### config.mk
export PLATFORM = sky130hd
export DESIGN_NAME = tdm_demux_1to4
export DESIGN_NICKNAME = d
export VERILOG_FILES = /design/src/rtl/tdm_demux_1to4.sv
export SDC_FILE = /design/constraint.sdc
export NUM_CORES = 1
export LEC_CHECK = 0
export ABC_AREA = 1
export CAP_MARGIN = 0
export CORE_AREA = 3 3 40 42
export CTS_CLUSTER_DIAMETER = 150
export DETAILED_ROUTE_END_ITERATION = 10
export DIE_AREA = 0 0 43 45
export MAX_ROUTING_LAYER = met4
export PLACE_DENSITY = 0.7
export REMOVE_ABC_BUFFERS = 1
export SYNTH_ARGS = -nofsm -noshare
export SYNTH_HDL_FRONTEND = slang
export SYNTH_SLANG_ARGS = --single-unit
### constraint.sdc
create_clock -name clk_i -period 1.25 [get_ports clk_i]
set_input_delay 0.25 -clock clk_i [delete_from_list [all_inputs] [get_ports clk_i]]
set_output_delay 0.25 -clock clk_i [all_outputs]
set_load 0.02 [all_outputs]
### src/rtl/tdm_demux_1to4.sv
// tdm_demux_1to4 - receive end of a 4:1 slot-multiplexed link.
//
// Rebuilds four parallel WIDTH-bit channels from one serial sample stream in
// which slots 0..3 repeat in order and sync marks slot 0. A complete frame is
// presented on dout_o all at once, together with a one-cycle frame_valid_o
// strobe.
//
// Optional feature macro: TDM_DEMUX_SYNC_CHECK_EN
//   defined   - missing/early sync detection, sync_err_o strobe, realign on
//               early sync, drop back to hunt on missing sync.
//   undefined - after first lock the slot counter free-runs on beats, sync is
//               ignored in lock, sync_err_o is tied 0, locked_o stays 1.
//
// Ports:
//   clk_i          system clock, rising edge
//   rst_ni         asynchronous active-low reset
//   din_i          incoming sample
//   din_valid_i    din_i carries a sample this cycle (a "beat")
//   sync_i         qualified by din_valid_i; current sample is slot 0
//   dout_o         frame, channel k at dout_o[k*WIDTH +: WIDTH]
//   frame_valid_o  one-cycle strobe, dout_o updated this cycle
//   locked_o       aligned to the slot sequence
//   sync_err_o     one-cycle strobe, sync seen at an unexpected slot

module tdm_demux_1to4 #(
  parameter int unsigned WIDTH = 1
) (
  input  logic               clk_i,
  input  logic               rst_ni,
  input  logic [WIDTH-1:0]   din_i,
  input  logic               din_valid_i,
  input  logic               sync_i,
  output logic [4*WIDTH-1:0] dout_o,
  output logic               frame_valid_o,
  output logic               locked_o,
  output logic               sync_err_o
);

  typedef enum logic [0:0] {StHunt, StLocked} state_e;

  state_e                     state_q;
  logic [1:0]                 slot_q;
  // Slots 0..2 are held here; slot 3 goes straight from din_i into dout_o.
  logic [2:0][WIDTH-1:0]      cap_q;
  logic [4*WIDTH-1:0]         dout_q;
  logic                       frame_valid_q;
  logic                       locked_q;
`ifdef TDM_DEMUX_SYNC_CHECK_EN
  logic                       sync_err_q;
`endif

  always_ff @(posedge clk_i or negedge rst_ni) begin
    if (!rst_ni) begin
      state_q       <= StHunt;
      slot_q        <= 2'd0;
      cap_q         <= '0;
      dout_q        <= '0;
      frame_valid_q <= 1'b0;
      locked_q      <= 1'b0;
`ifdef TDM_DEMUX_SYNC_CHECK_EN
      sync_err_q    <= 1'b0;
`endif
    end else begin
      // Strobes are single-cycle unless re-armed below.
      frame_valid_q <= 1'b0;
`ifdef TDM_DEMUX_SYNC_CHECK_EN
      sync_err_q    <= 1'b0;
`endif
      if (din_valid_i) begin
        unique case (state_q)
          StHunt: begin
            if (sync_i) begin
              cap_q[0] <= din_i;
              slot_q   <= 2'd1;
              state_q  <= StLocked;
              locked_q <= 1'b1;
            end
          end
          StLocked: begin
`ifdef TDM_DEMUX_SYNC_CHECK_EN
            if (slot_q == 2'd0 && !sync_i) begin
              // Missing sync: drop partial data and hunt again.
              sync_err_q <= 1'b1;
              state_q    <= StHunt;
              locked_q   <= 1'b0;
              slot_q     <= 2'd0;
            end else if (slot_q != 2'd0 && sync_i) begin
              // Early sync: abandon the partial frame, realign on this beat.
              sync_err_q <= 1'b1;
              cap_q[0]   <= din_i;
              slot_q     <= 2'd1;
            end else
`endif
            begin
              unique case (slot_q)
                2'd0: cap_q[0] <= din_i;
                2'd1: cap_q[1] <= din_i;
                2'd2: cap_q[2] <= din_i;
                2'd3: begin
                  dout_q        <= {din_i, cap_q};
                  frame_valid_q <= 1'b1;
                end
                default: ;
              endcase
              slot_q <= slot_q + 2'd1;
            end
          end
          default: state_q <= StHunt;
        endcase
      end
    end
  end

  assign dout_o        = dout_q;
  assign frame_valid_o = frame_valid_q;
  assign locked_o      = locked_q;
`ifdef TDM_DEMUX_SYNC_CHECK_EN
  assign sync_err_o    = sync_err_q;
`else
  assign sync_err_o    = 1'b0;
`endif

endmodule
# Word-level counts from Yosys, hierarchy flattened
# Index checks and enable logic that the tools add are counted.
[op_classes]
bitwise_logic = 1
n_reduce_logical = 7
muxes = 10
n_addsub = 1
n_eq_ne = 5
[ops]
columns = ["operator", "count"]
rows = [
  ["$reduce_and A3 Y1", 5],
  ["$mux W1", 7],
  ["$eq A2 B2 Y1 const B", 2],
  ["$pmux W2 S2", 1],
  ["$add A2 B1 Y2 const B", 1],
  ["$eq A2 B1 Y1 const B", 1],
  ["$logic_not A2 Y1", 1],
  ["$mux W2", 1],
  ["$ne A2 B1 Y1 const B", 1],
  ["$ne A2 B2 Y1 const B", 1],
  ["$pmux W1 S2", 1],
  ["$reduce_and A2 Y1", 1],
  ["$not A1 Y1", 1],
]
[totals]
input_bits = 5
regBits = 12
output_inout_bits = 7

# Longest topological paths before layout
[depth]
word_depth = 4
depth_mapped = 6
ltp_nobuf = 6

# Worst setup path before layout
# Ideal clock, no wire load.
[synth_timing]
path_type = "reg2reg"
start = "register slot_q[0]"
end = "register dout_q[0] (netlist: dout_o[0])"
n_path_buf = 0
slack_ns = 0.220
path_stages_with_launch = 6
arrival_ns = 0.907
setup_time_ns = 0.123
cell_sequence = "dfrtp_1 > ha_1 > inv_1 > nor2_8 > nand2_1 > nand2_1"
[synth_via]
elab_chain_cells = 2
[synth_lines]
columns = ["element", "line", "source"]
rows = [
  ["start, declared", "42", "logic [1:0] slot_q;"],
  ["start signal, assigned", "105", "slot_q <= slot_q + 2'd1;"],
  ["$eq A2 B2 Y1", "95", "unique case (slot_q)"],
  ["$reduce_and A3 Y1 (no line)", "--", ""],
  ["end signal, assigned", "100", "dout_q <= {din_i, cap_q};"],
  ["end, declared", "45", "logic [4*WIDTH-1:0] dout_q;"],
]
# Every way passes these cells.
# A chain may end at the register's enable or synchronous reset.

# Worst setup path after layout
[layout_timing]
start = "register dout_q[1] (netlist: dout_o[1])"
end = "output dout_o[1]"
[layout_lines]
columns = ["element", "line", "source"]
rows = [
  ["end, declared", "33", "output logic [4*WIDTH-1:0] dout_o,"],
]
# No word-level cell between the ends.

==> implementation parameters <==
Parameter                              Value

STA
  Time the final worst path needs with I/O delays and setup ... 1200 ps
  Tcrit/Tclk final ... 96.4%
  Max Freq ... 0.830 GHz
  Number of failing hold endpoints at the final stage ... 0
  Final setup violation count ... 0
  Unrepaired setup endpoints after global routing ... no
  Setup TNS ... 0 ps
  Clock Skews ... 4.00 ps
  Final count of pins violating max slew ... 0
  Final worst setup slack ... 45.0 ps

Pwr
  Leak Pwr ... 0.000390 uW
  Pwr Total ... 1340 uW
  Portion of total power attributed to combinational logic ... 33.2%
  Switching Share ... 34.9%
  P_sw ... 468 uW
  Power per cell area ... 1860 mW/mm^2
  Peak ir drop on the vdd network ... 1030 uV
  Internal Pwr Total ... 872 uW
  Clock Power Share ... 23.0%
  Part of the total power dissipated in sequential elements ... 43.7%

Layout
  Final instance area ... 722 sq um
  Layout overhead on the synthesized area ... 28.5%
  Fin nets ... 85
  Ratio of cells with drive above 1 in the final layout ... 10.7%
  N_diodes ... 0

Place
  Post-DP Area ... 688 sq um
  DP Wirelength ... 754 um
  GPL Wtd Cong ... 0.715
  Port buffer count ... 10
  Post-Place Worst Slack ... -167 ps

Synthesis
  Post-synthesis register bit count ... 12
  Largest cells by area after synthesis ... dfrtp_1, nand2_1, ha_1
  Number of synthesized flops with an enable pin ... 0
  Number of warnings reported in the yosys synthesis log ... 0
  Number of distinct library cells after synthesis ... 11
  Synth Instances ... 60
  Cell area after technology mapping ... 562 sq um
  Most frequent cells after synthesis ... nand2_1, dfrtp_1, inv_1, o21ai_0
  Share of the synthesized area in the top cell type ... 53.5%
  Yosys top cell by area ... dfrtp_1
  Flip-flop cell with the highest count after synthesis ... dfrtp_1
  Most common cell in the netlist ... nand2_1
  Portion of the post-synthesis area used by sequential elements ... 53.5%
  Synthesized area per cell ... 9.36 sq um
  Synth async-reset ratio ... 100%

Global routing
  Vias in the first global route ... 476
  Gr ovfl total ... 0
  Antenna violations before repair ... 0
  Total routing usage reported by global routing ... 13.2%
  Global-route wire length before repair ... 1870 um
  Pin count of the biggest net entering global routing ... 13

Worst setup path
  Worst Path Max Fanout ... 2
  Worst endpoint required time ... 1000 ps
  Largest stage delay on the critical path ... 370 ps
  Launching element type of the critical path ... register
  Nature of the critical path endpoint ... output pin
  Crit-path leading delay family ... flip-flops
  Worst path buffer plus inverter count ... 1
  Crit Path Category ... register to output pin
  Critical path, cell by cell ... dlygate4sd2_1
  Critical-path top delay cell ... dfrtp_1
  Arrival @ worst endpoint ... 950 ps

Floorplan
  Number of placement rows ... 13
  Overall die area ... 0.00194 sq mm
  Floorplan Core Area ... 0.00128 sq mm
  Horizontal die dimension ... 43 um
  Initial core utilization ... 43.7%
  Die boundary height ... 45 um
  Number of primary I/O pins ... 12

Clock tree
  TritonCTS clock tree ... done
  Clock root buffer ... clkbuf_4
  Deepest clock path buffer count ... 2
  Latest clock arrival within the worst-skew pair ... 270 ps
  H-Tree Level Count ... 1
  Count of clock tree sinks ... 12
  TritonCTS buffer count ... 3
  Setup fix buffers added after clock tree synthesis ... 0
  Post-CTS clock slew at the launch and capture registers of the worst setup and hold paths ... 80 ps

Drt
  Routed Antenna Nets ... 0
  Per-cell routed wire length ... 11.0 um
  Routed vias ... 432
  Vias per std cell ... 4.80
  Number of DRC markers in iteration 0 ... 6
  Number of DRC violations after detailed routing ... 0
  TritonRoute pass-1 iters ... 5
  Total routed wirelength ... 988 um

Status
  Outcome ... finished, final reports clean

Flow run
  Max_cap viols ... 0

Min path
  Hold WC Path Type ... input port to asynchronous set/reset pin
-- cell usage in the layout, fill, tap and decap left out --
master / n
clkbuf_4: 3
nand3_1: 4
nand4_1: 2
clkbuf_8: 1
nand2_4: 1
ha_1: 4
buf_4: 2
inv_1: 7
o21ai_0: 7
clkdlybuf4s15_1: 4
dlygate4sd2_1: 2
dfrtp_1: 12
clkdlybuf4s50_1: 4
conb_1: 1
nor2_8: 1
nand2_1: 20
-- layout make-up --
type / count / area, sq um
Multi-Input combinational cell: 40 / 228
Tap cell: 15 / 18.8
Fill cell: 132 / 563
Sequential cell: 12 / 300
Timing Repair Buffer: 12 / 113
Inverter: 7 / 26.3
Clock buffer: 4 / 36.3
-- registers in the layout, indices dropped and copies added (netlist names) --
register / cells
cap_q: 3
slot_q: 2
frame_valid_o: 1
state_q: 1
dout_o: 4
locked_o: 1
-- layer usage --
layer	up-vias	wire, um	track usage [%]
met5	-	0	-
met4	0	5	5.42
met3	2	63	3.98
met2	13	481	22.2
met1	201	438	14.8
li1	216	-	-
-- final timing paths --
kind | start | slack (ps) | cells after the start | end
hold / removal | rst_ni | 270 | 2 | dout_o[2]
setup reg to reg | slot_q[0] | 110 | 5 | dout_o[3]
max in group asynchronous | rst_ni | 830 | 2 | cap_q[2]
hold reg to reg | locked_o | 470 | 2 | locked_o
min in group clk_i | locked_o | 470 | 2 | locked_o
setup / recovery | dout_o[1] | 50 | 1 | dout_o[1]
-- metrics by stage --
stage | instances | util (%) | hold slack (ps)
detailed placement | 86 | 53.6 | 457
global route | 90 | 56.2 | 283
global placement | 86 | 53.6 | 452
floorplan | 59 | - | -45.6
finish | 90 | 56.2 | 266
CTS | 90 | 55.8 | 271
-- timing repair --
action                                  in CTS  in global routing
endpoints found under the setup margin       6                  4
hold buffers                                 0                  0
resized for setup                            6                  4
-- power groups by stage --
stage / registers (uW) / logic, uW / clock network, uW
floorplan: 661 / 207 / 0
global placement: 593 / 473 / 0
detailed placement: 597 / 488 / 0
CTS: 585 / 448 / 314
global route: 607 / 517 / 330
finish: 586 / 445 / 309
-- cells by family (layout without fill, tap and decap cells) --
logic type               after synthesis  in the layout  synth area share (%)
AND/OR/NAND/NOR                       28             28                  24.7
flip-flops                            12             12                  53.5
adder cells (fa/ha/maj)                4              4                  8.91
AO/OA/AOI/OAI                          7              7                  6.24
buffers and inverters                  8             23                  6.01
other                                  1              1                 0.668
Note: power is estimated with default switching activity, not from simulation.
